$ cat config.mk
export PLATFORM = sky130hd
export DESIGN_NAME = mem_access_unit_flat
export DESIGN_NICKNAME = d
export VERILOG_FILES = /design/src/rtl/mem_access_unit_if.sv /design/src/rtl/mem_access_unit.sv /design/src/flat_wrapper.sv
export SDC_FILE = /design/constraint.sdc
export NUM_CORES = 1
export LEC_CHECK = 0
export CAP_MARGIN = 20
export CORE_MARGIN = 2
export CORE_UTILIZATION = 45
export DETAILED_ROUTE_END_ITERATION = 6
export GPL_ROUTABILITY_DRIVEN = 0
export PLACE_DENSITY = 0.77
export SETUP_SLACK_MARGIN = 0.2
export SLEW_MARGIN = 20
export SYNTH_ARGS = -nofsm -noshare
export SYNTH_HDL_FRONTEND = slang
export SYNTH_SLANG_ARGS = --single-unit
$ cat constraint.sdc
create_clock -name clk -period 2 [get_ports clk]
set_input_delay 0.4 -clock clk [delete_from_list [all_inputs] [get_ports clk]]
set_output_delay 0.4 -clock clk [all_outputs]
set_load 0.03 [all_outputs]
$ cat src/rtl/mem_access_unit_if.sv
// Request/response handshake and word-addressed RAM bus for the MEM-stage access unit.
// slave is the unit's view; master is the pipeline plus RAM side.
interface mem_access_unit_if;
    logic        req_valid;
    logic        req_ready;
    logic        req_we;
    logic [1:0]  req_size;
    logic        req_signed;
    logic [31:0] req_addr;
    logic [31:0] req_wdata;
    logic        rsp_valid;
    logic        rsp_err;
    logic [31:0] rsp_rdata;
    logic        mem_rd;
    logic        mem_wr;
    logic [31:0] mem_addr;
    logic [31:0] mem_wdata;
    logic [31:0] mem_rdata;

    modport master (
        output req_valid, req_we, req_size, req_signed, req_addr, req_wdata, mem_rdata,
        input  req_ready, rsp_valid, rsp_err, rsp_rdata, mem_rd, mem_wr, mem_addr, mem_wdata
    );

    modport slave (
        input  req_valid, req_we, req_size, req_signed, req_addr, req_wdata, mem_rdata,
        output req_ready, rsp_valid, rsp_err, rsp_rdata, mem_rd, mem_wr, mem_addr, mem_wdata
    );
endinterface

$ cat src/rtl/mem_access_unit.sv
// MEM-stage load/store sequencer: word-aligned RAM cycles, read-modify-write for sub-word
// stores, extended load data, and error reporting for misaligned or out-of-range accesses.
module mem_access_unit #(
    parameter int unsigned RAM_SIZE = 256
) (
    input  logic               clk,
    input  logic               reset,
    mem_access_unit_if.slave   bus
);

    typedef enum logic [2:0] {StIdle, StLd, StSt, StRmwRd, StRmwWr, StErr} state_e;

    state_e      state;
    logic [31:0] addr_q;
    logic [1:0]  size_q;
    logic        signed_q;
    logic        rsp_valid_q;
    logic        rsp_err_q;
    logic [31:0] rsp_rdata_q;
    logic        mem_rd_q;
    logic        mem_wr_q;
    logic [31:0] mem_wdata_q;

    logic        req_err;
    logic [7:0]  ld_byte;
    logic [15:0] ld_half;
    logic [31:0] ld_data;
    logic [31:0] merged;

    assign bus.req_ready = (state == StIdle);
    assign bus.rsp_valid = rsp_valid_q;
    assign bus.rsp_err   = rsp_err_q;
    assign bus.rsp_rdata = rsp_rdata_q;
    assign bus.mem_rd    = mem_rd_q;
    assign bus.mem_wr    = mem_wr_q;
    assign bus.mem_addr  = {addr_q[31:2], 2'b00};
    assign bus.mem_wdata = mem_wdata_q;

    always_comb begin
        req_err = 1'b0;
        unique case (bus.req_size)
            2'b00:   req_err = 1'b0;
            2'b01:   req_err = bus.req_addr[0];
            2'b10:   req_err = |bus.req_addr[1:0];
            default: req_err = 1'b1;
        endcase
        if (bus.req_addr >= RAM_SIZE) req_err = 1'b1;
    end

    // Lane extraction and extension of the word returned for a load.
    always_comb begin
        ld_byte = 8'h00;
        unique case (addr_q[1:0])
            2'd0: ld_byte = bus.mem_rdata[7:0];
            2'd1: ld_byte = bus.mem_rdata[15:8];
            2'd2: ld_byte = bus.mem_rdata[23:16];
            2'd3: ld_byte = bus.mem_rdata[31:24];
            default: ld_byte = 8'h00;
        endcase
        ld_half = addr_q[1] ? bus.mem_rdata[31:16] : bus.mem_rdata[15:0];
        unique case (size_q)
            2'b00:   ld_data = {{24{signed_q & ld_byte[7]}}, ld_byte};
            2'b01:   ld_data = {{16{signed_q & ld_half[15]}}, ld_half};
            default: ld_data = bus.mem_rdata;
        endcase
    end

    // Sub-word store: store data still sits right-justified in mem_wdata_q during RMW_RD.
    always_comb begin
        merged = bus.mem_rdata;
        if (size_q == 2'b00) begin
            unique case (addr_q[1:0])
                2'd0: merged[7:0]   = mem_wdata_q[7:0];
                2'd1: merged[15:8]  = mem_wdata_q[7:0];
                2'd2: merged[23:16] = mem_wdata_q[7:0];
                2'd3: merged[31:24] = mem_wdata_q[7:0];
                default: merged = bus.mem_rdata;
            endcase
        end else if (addr_q[1]) begin
            merged[31:16] = mem_wdata_q[15:0];
        end else begin
            merged[15:0] = mem_wdata_q[15:0];
        end
    end

    always_ff @(posedge clk or negedge reset) begin
        if (!reset) begin
            state       <= StIdle;
            addr_q      <= 32'h0;
            size_q      <= 2'b00;
            signed_q    <= 1'b0;
            rsp_valid_q <= 1'b0;
            rsp_err_q   <= 1'b0;
            rsp_rdata_q <= 32'h0;
            mem_rd_q    <= 1'b0;
            mem_wr_q    <= 1'b0;
            mem_wdata_q <= 32'h0;
        end else begin
            rsp_valid_q <= 1'b0;
            unique case (state)
                StIdle: begin
                    if (bus.req_valid) begin
                        addr_q   <= bus.req_addr;
                        size_q   <= bus.req_size;
                        signed_q <= bus.req_signed;
                        if (req_err) begin
                            state <= StErr;
                        end else if (!bus.req_we) begin
                            state    <= StLd;
                            mem_rd_q <= 1'b1;
                        end else begin
                            mem_wdata_q <= bus.req_wdata;
                            if (bus.req_size == 2'b10) begin
                                state    <= StSt;
                                mem_wr_q <= 1'b1;
                            end else begin
                                state    <= StRmwRd;
                                mem_rd_q <= 1'b1;
                            end
                        end
                    end
                end
                StLd: begin
                    mem_rd_q    <= 1'b0;
                    rsp_valid_q <= 1'b1;
                    rsp_err_q   <= 1'b0;
                    rsp_rdata_q <= ld_data;
                    state       <= StIdle;
                end
                StSt, StRmwWr: begin
                    mem_wr_q    <= 1'b0;
                    rsp_valid_q <= 1'b1;
                    rsp_err_q   <= 1'b0;
                    rsp_rdata_q <= 32'h0;
                    state       <= StIdle;
                end
                StRmwRd: begin
                    mem_rd_q    <= 1'b0;
                    mem_wr_q    <= 1'b1;
                    mem_wdata_q <= merged;
                    state       <= StRmwWr;
                end
                StErr: begin
                    rsp_valid_q <= 1'b1;
                    rsp_err_q   <= 1'b1;
                    rsp_rdata_q <= 32'h0;
                    state       <= StIdle;
                end
                default: state <= StIdle;
            endcase
        end
    end

endmodule

$ cat src/flat_wrapper.sv
// flat-port wrapper written by rule: the top's interface ports become plain ports
module mem_access_unit_flat 
#(
    parameter int unsigned RAM_SIZE = 256
)
  (clk, reset, bus_req_valid, bus_req_we, bus_req_size, bus_req_signed, bus_req_addr, bus_req_wdata, bus_mem_rdata, bus_req_ready, bus_rsp_valid, bus_rsp_err, bus_rsp_rdata, bus_mem_rd, bus_mem_wr, bus_mem_addr, bus_mem_wdata);
  mem_access_unit_if bus_i ();
  input  logic clk;
  input  logic reset;
  input wire logic [$bits(bus_i.req_valid)-1:0] bus_req_valid;
  input wire logic [$bits(bus_i.req_we)-1:0] bus_req_we;
  input wire logic [$bits(bus_i.req_size)-1:0] bus_req_size;
  input wire logic [$bits(bus_i.req_signed)-1:0] bus_req_signed;
  input wire logic [$bits(bus_i.req_addr)-1:0] bus_req_addr;
  input wire logic [$bits(bus_i.req_wdata)-1:0] bus_req_wdata;
  input wire logic [$bits(bus_i.mem_rdata)-1:0] bus_mem_rdata;
  output wire logic [$bits(bus_i.req_ready)-1:0] bus_req_ready;
  output wire logic [$bits(bus_i.rsp_valid)-1:0] bus_rsp_valid;
  output wire logic [$bits(bus_i.rsp_err)-1:0] bus_rsp_err;
  output wire logic [$bits(bus_i.rsp_rdata)-1:0] bus_rsp_rdata;
  output wire logic [$bits(bus_i.mem_rd)-1:0] bus_mem_rd;
  output wire logic [$bits(bus_i.mem_wr)-1:0] bus_mem_wr;
  output wire logic [$bits(bus_i.mem_addr)-1:0] bus_mem_addr;
  output wire logic [$bits(bus_i.mem_wdata)-1:0] bus_mem_wdata;
  assign bus_i.req_valid = bus_req_valid;
  assign bus_i.req_we = bus_req_we;
  assign bus_i.req_size = bus_req_size;
  assign bus_i.req_signed = bus_req_signed;
  assign bus_i.req_addr = bus_req_addr;
  assign bus_i.req_wdata = bus_req_wdata;
  assign bus_i.mem_rdata = bus_mem_rdata;
  assign bus_req_ready = bus_i.req_ready;
  assign bus_rsp_valid = bus_i.rsp_valid;
  assign bus_rsp_err = bus_i.rsp_err;
  assign bus_rsp_rdata = bus_i.rsp_rdata;
  assign bus_mem_rd = bus_i.mem_rd;
  assign bus_mem_wr = bus_i.mem_wr;
  assign bus_mem_addr = bus_i.mem_addr;
  assign bus_mem_wdata = bus_i.mem_wdata;
  mem_access_unit #(.RAM_SIZE(RAM_SIZE)) u_core (.clk(clk), .reset(reset), .bus(bus_i));
endmodule
== Yosys cells after proc, flatten, opt, wreduce, memory -nomap -nowiden ==
Index checks and enable logic that the tools add are counted.
Operators by class
  $mul: 0
  $lt $le $gt $ge: 1
  equal/unequal tests: 18
  add/sub/neg operators: 0
  reductions and logical operators: 21
  bitwise operators: 2
  div/mod/pow operators: 0
  multiplexer cells: 34
  shifts and indexed selects: 0
Operators by type and width (number)
  $pmux 32 s2: 3
  $mux 32: 4
  $mux 16: 3
  $ge 32x9->1 const B: 1
  $mux 8: 4
  $pmux 8 s4: 1
  $mux 1: 11
  $reduce_and 5->1: 2
  $mux 3: 3
  $reduce_and 4->1: 2
  $reduce_bool 2->1: 4
  $eq 2x1->1 const B: 3
  $eq 2x2->1 const B: 3
  $eq 3x2->1 const B: 2
  $eq 3x3->1 const B: 2
  $logic_not 2->1: 3
  $ne 2x2->1 const B: 3
  $ne 3x3->1 const B: 2
  $pmux 1 s3: 2
  $pmux 3 s2: 1
  $reduce_and 6->1: 1
  $reduce_or 2->1: 3
  $reduce_or 3->1: 2
  $pmux 1 s2: 2
  other kinds (8): 9
Word-level totals
  input port bits: 103
  bits in latches: 0
  bits in writable memories: 0
  ROM bits: 0
  output and inout port bits: 101
  register bits after elaboration: 106
  word-level logic and storage cells: 88
  memories: 0

== Logic depth before layout (Yosys ltp) ==
  depth in word-level cells: 6
  mapped depth: 9
  mapped depth without buffers: 5

== Least setup slack after synthesis ==
OpenSTA, ideal clock, no wires.
  path kind: register to register
  start point: register u_core.state[1]
  end point: register u_core.addr_q[0]
  buffers on the path: 4
  stages on the path, launching flop included: 9
  setup time: 127 ps
  arrival: 1789 ps
  required time: 1873 ps
  setup slack: 84 ps
  clock period less this slack: 1916 ps
  path through: dfrtp_1 -> buf_6 -> or3_1 -> buf_6 -> inv_2 -> and2_1 -> buf_4 -> buf_6 -> mux2_1
On the way
  word-level cells in the longest chain between the ends: 2
RTL lines
  from (decl): line mem_access_unit.sv:13  | state_e state;
  from (signal assigned): line mem_access_unit.sv:88  | state <= StIdle;
  from (signal assigned): line mem_access_unit.sv:107  | state <= StErr;
  from (signal assigned): line mem_access_unit.sv:109  | state <= StLd;
  $logic_not 3->1
  named net bus_req_ready: line flat_wrapper.sv:17  | output wire logic [$bits(bus_i.req_ready)-1:0] bus_req_ready;
  $reduce_and 2->1 (no source line)
  to (signal assigned): line mem_access_unit.sv:103  | addr_q <= bus.req_addr;
  to (decl): line mem_access_unit.sv:14  | logic [31:0] addr_q;
The timed path passes the listed nets, and every way through them passes these cells.
A chain may end at the register's enable or synchronous reset.

== Worst setup path after layout ==
  start point: register u_core.size_q[0]
  end point: register u_core.mem_wdata_q[22], in the netlist u_core.bus.mem_wdata[22]
On the way
  word-level cells in the longest chain between the ends: 3
RTL lines
  from (decl): line mem_access_unit.sv:15  | logic [1:0] size_q;
  from (signal assigned): line mem_access_unit.sv:104  | size_q <= bus.req_size;
  $logic_not 2->1: line mem_access_unit.sv:71  | if (size_q == 2'b00) begin
  $mux 32: line mem_access_unit.sv:71
  $pmux 32 s2: line mem_access_unit.sv:100  | unique case (state)
  to (signal assigned): line mem_access_unit.sv:112  | mem_wdata_q <= bus.req_wdata;
  to (signal assigned): line mem_access_unit.sv:140  | mem_wdata_q <= merged;
  to (decl): line mem_access_unit.sv:22  | logic [31:0] mem_wdata_q;
Every way passes these cells.

==> run metrics <==
status=finished clean; Yosys top cell area share=46.7%; sequential-to-total area share from yosys stat=46.7%; kind of critical path=reg2reg; DRT Pass-1 Iters=5; Required @ worst endpoint=2.24 ns; multi-input logic area=0.00301 mm²; total clock buffers created by CTS=9; # fillers=789; H-tree Lvls=3; n_diodes=0; Max Cap Viol=0; Post-CTS Hold Buffers=0; Die Width=116 µm; global-route wire length before repair=27,600 µm; Port Buffers=201; wire length on met1=8310 µm; Detail Route Antenna Nets=0; Final Max Slew Viols=0; CTS tree=done; largest area contributor in the netlist=dfrtp_1; final instance area=0.00917 mm²; Vias=5,392; routed wl met3=1530 µm; pin count of the biggest net entering global routing=58; clk sinks=106; Crit. End Element=flip-flop; Iter 0 DRT Violations=486; WL final=21,000 µm; WP data arrival=2.19 ns; Syn-to-layout area delta=61.5%; wire length per cell=22.3 µm; initial antenna violation count=0; Met2 Wirelength=10,400 µm; Reg area=0.00265 mm²; register bit total from synthesis=106; final hold slack=0.0169 ns; DP Area=0.00795 mm²; Hold Crit Class=in2async; Final Cycle Share=97.5%; syn avg cell area=10.6 µm²; worst vdd ir=1.00 mV; leading post-synthesis cells by cell area=dfrtp_1 (47%), mux2_1 (6.2%), nand2_1 (6.1%), mux2_2 (5.0%), mux2_4 (4.8%); fmax=513 MHz; Synth Warn #=0; P_leak=4.71 nW; top fanout value on the critical path=6; clock transition at the registers of the reported paths=0.08 ns; total grt overflow=0; Top Metal Used=met4; clock skew=0.00987 ns; HPWL after detailed placement=13,000 µm; final setup fails=0; vias in the first global route=5,088; GR Util All Layers=26.8%; CTS max path bufs=2; Initial Util=45.5%; Clock Tree Root=clkbuf_16; clk_lat worst skew=0.36 ns; Post-synth EDFFs=0; Via density=5.71; Primary FF master, synth=dfrtp_1; asr flop ratio synth=100%; PD cells=1610 mW/mm²; DRC violations left=0; post-layout net count=870; RSZ-0062 raised after global routing=true; row count=41; share of cells above drive strength 1=30.6%; Final Hold Fails=0; die area=0.0135 mm²; Final Critical Period=1.95 ns; I/O pin count=204; die height=116 µm; Netlist Area Pre-Place=0.00568 mm²; Post-Synthesis Cells=533; core area=0.0125 mm²; crit start category=flip-flop; Synth cell types=54
## final cells by class
type | instances | area share (%)
repair buffers | 281 | 32.5
inverters | 5 | 0.287
flip-flops and latches | 106 | 28.9
well taps | 172 | 2.35
clock buffers | 9 | 2.46
clock inverters | 7 | 0.628
multi-input cells | 364 | 32.9
## kinds of logic (layout without fill, tap and decap cells)
kind of cell,after synthesis,after routing,share of synthesized area (%)
AND/OR/NAND/NOR,149,149,11.9
AO/OA/AOI/OAI,120,122,14.2
flip-flops,106,106,46.7
multiplexers,91,91,19.1
buffers and inverters,66,302,8.02
other,1,2,0.0661
## registers in the layout, indices dropped and copies added (netlist names)
signal / cells
u_core.addr_q: 32
u_core.bus.mem_wdata: 32
u_core.bus.rsp_rdata: 32
u_core.state: 3
u_core.size_q: 2
u_core.bus.mem_rd: 1
u_core.bus.mem_wr: 1
u_core.bus.rsp_err: 1
u_core.bus.rsp_valid: 1
u_core.signed_q: 1
## critical path, stage by stage, from the launching register on
cell	delay [ns]
dfrtp_1	0.41
or3b_4	0.44
buf_12	0.15
nand2_8	0.13
buf_12	0.13
mux2i_1	0.21
a21oi_1	0.11
mux2_4	0.27
## repair_timing
item | CTS | global route
hold endpoints to repair | 0 | 0
gates resized for setup | 124 | 116
cloned | 2 | 6
buffers inserted | 16 | 13
endpoints found under the setup margin | 132 | 131
pin swaps | 33 | 46
## metrics by stage
| stage | util (%) | setup slack, ns | power [mW] | instances | setup TNS, ns |
|---|---|---|---|---|---|
| floorplan | - | 0.170 | 8.77 | 534 | 0 |
| global placement | 63.8 | -0.441 | 11.5 | 891 | -16.34 |
| detailed placement | 63.8 | -0.513 | 11.7 | 891 | -19.34 |
| CTS | 68.6 | 0.0891 | 13.8 | 925 | 0 |
| global route | 73.5 | 0.000608 | 15.4 | 944 | 0 |
| finish | 73.5 | 0.0504 | 14.8 | 944 | 0 |
## per-layer routing
metal / up-vias / track usage, %
li1: 2333 / -
met1: 2681 / 36.1
met2: 307 / 43.0
met3: 71 / 4.98
met4: 0 / 11.0
met5: - / 0
## final timing paths
path | start | endpoint | slack, ns | cells past startpoint
max in group asynchronous | reset | u_core.addr_q[7] | 1.68 | 2
min reg2reg | u_core.bus.rsp_rdata[26] | u_core.bus.rsp_rdata[26] | 0.47 | 2
min in group clk | bus_req_addr[15] | u_core.addr_q[15] | 0.32 | 2
max reg2reg | u_core.size_q[0] | u_core.bus.mem_wdata[22] | 0.05 | 7
max | u_core.size_q[0] | u_core.bus.mem_wdata[22] | 0.05 | 7
min | reset | u_core.bus.rsp_rdata[17] | 0.02 | 2
## cell usage in the layout (no fill, tap or decap), drive strengths merged, types with 14 or more instances in the layout
| cell type | count |
|---|---|
| dlygate4sd2 | 60 |
| buf | 78 |
| clkdlybuf4s50 | 88 |
| mux2 | 74 |
| nand2 | 93 |
| clkbuf | 14 |
| nor2 | 31 |
| mux2i | 16 |
| o21ai | 58 |
| dlymetal6s2s | 47 |
| dfrtp | 106 |
## report_power, final
group          switching, mW  internal (mW)  leakage, nW
Sequential             0.807           3.16         1.32
Clock                  0.895          0.867        0.135
Combinational           4.85           4.22         3.25
## synthesized netlist by cell type, types with 2 or more instances
library cell / number
a22o_1: 8
clkbuf_1: 13
nor2_1: 29
a221oi_1: 8
mux2i_1: 16
a21boi_0: 8
o21ai_2: 2
and2_1: 7
buf_2: 3
buf_4: 34
o21ai_0: 37
nor4_1: 5
buf_6: 10
mux2_4: 18
nand2_1: 92
o221ai_1: 7
inv_1: 4
dfrtp_1: 106
a21oi_1: 12
mux2_1: 31
a21o_1: 3
o21ai_1: 18
mux2_2: 25
o22ai_1: 7
Power figures use the tool's default switching activity.
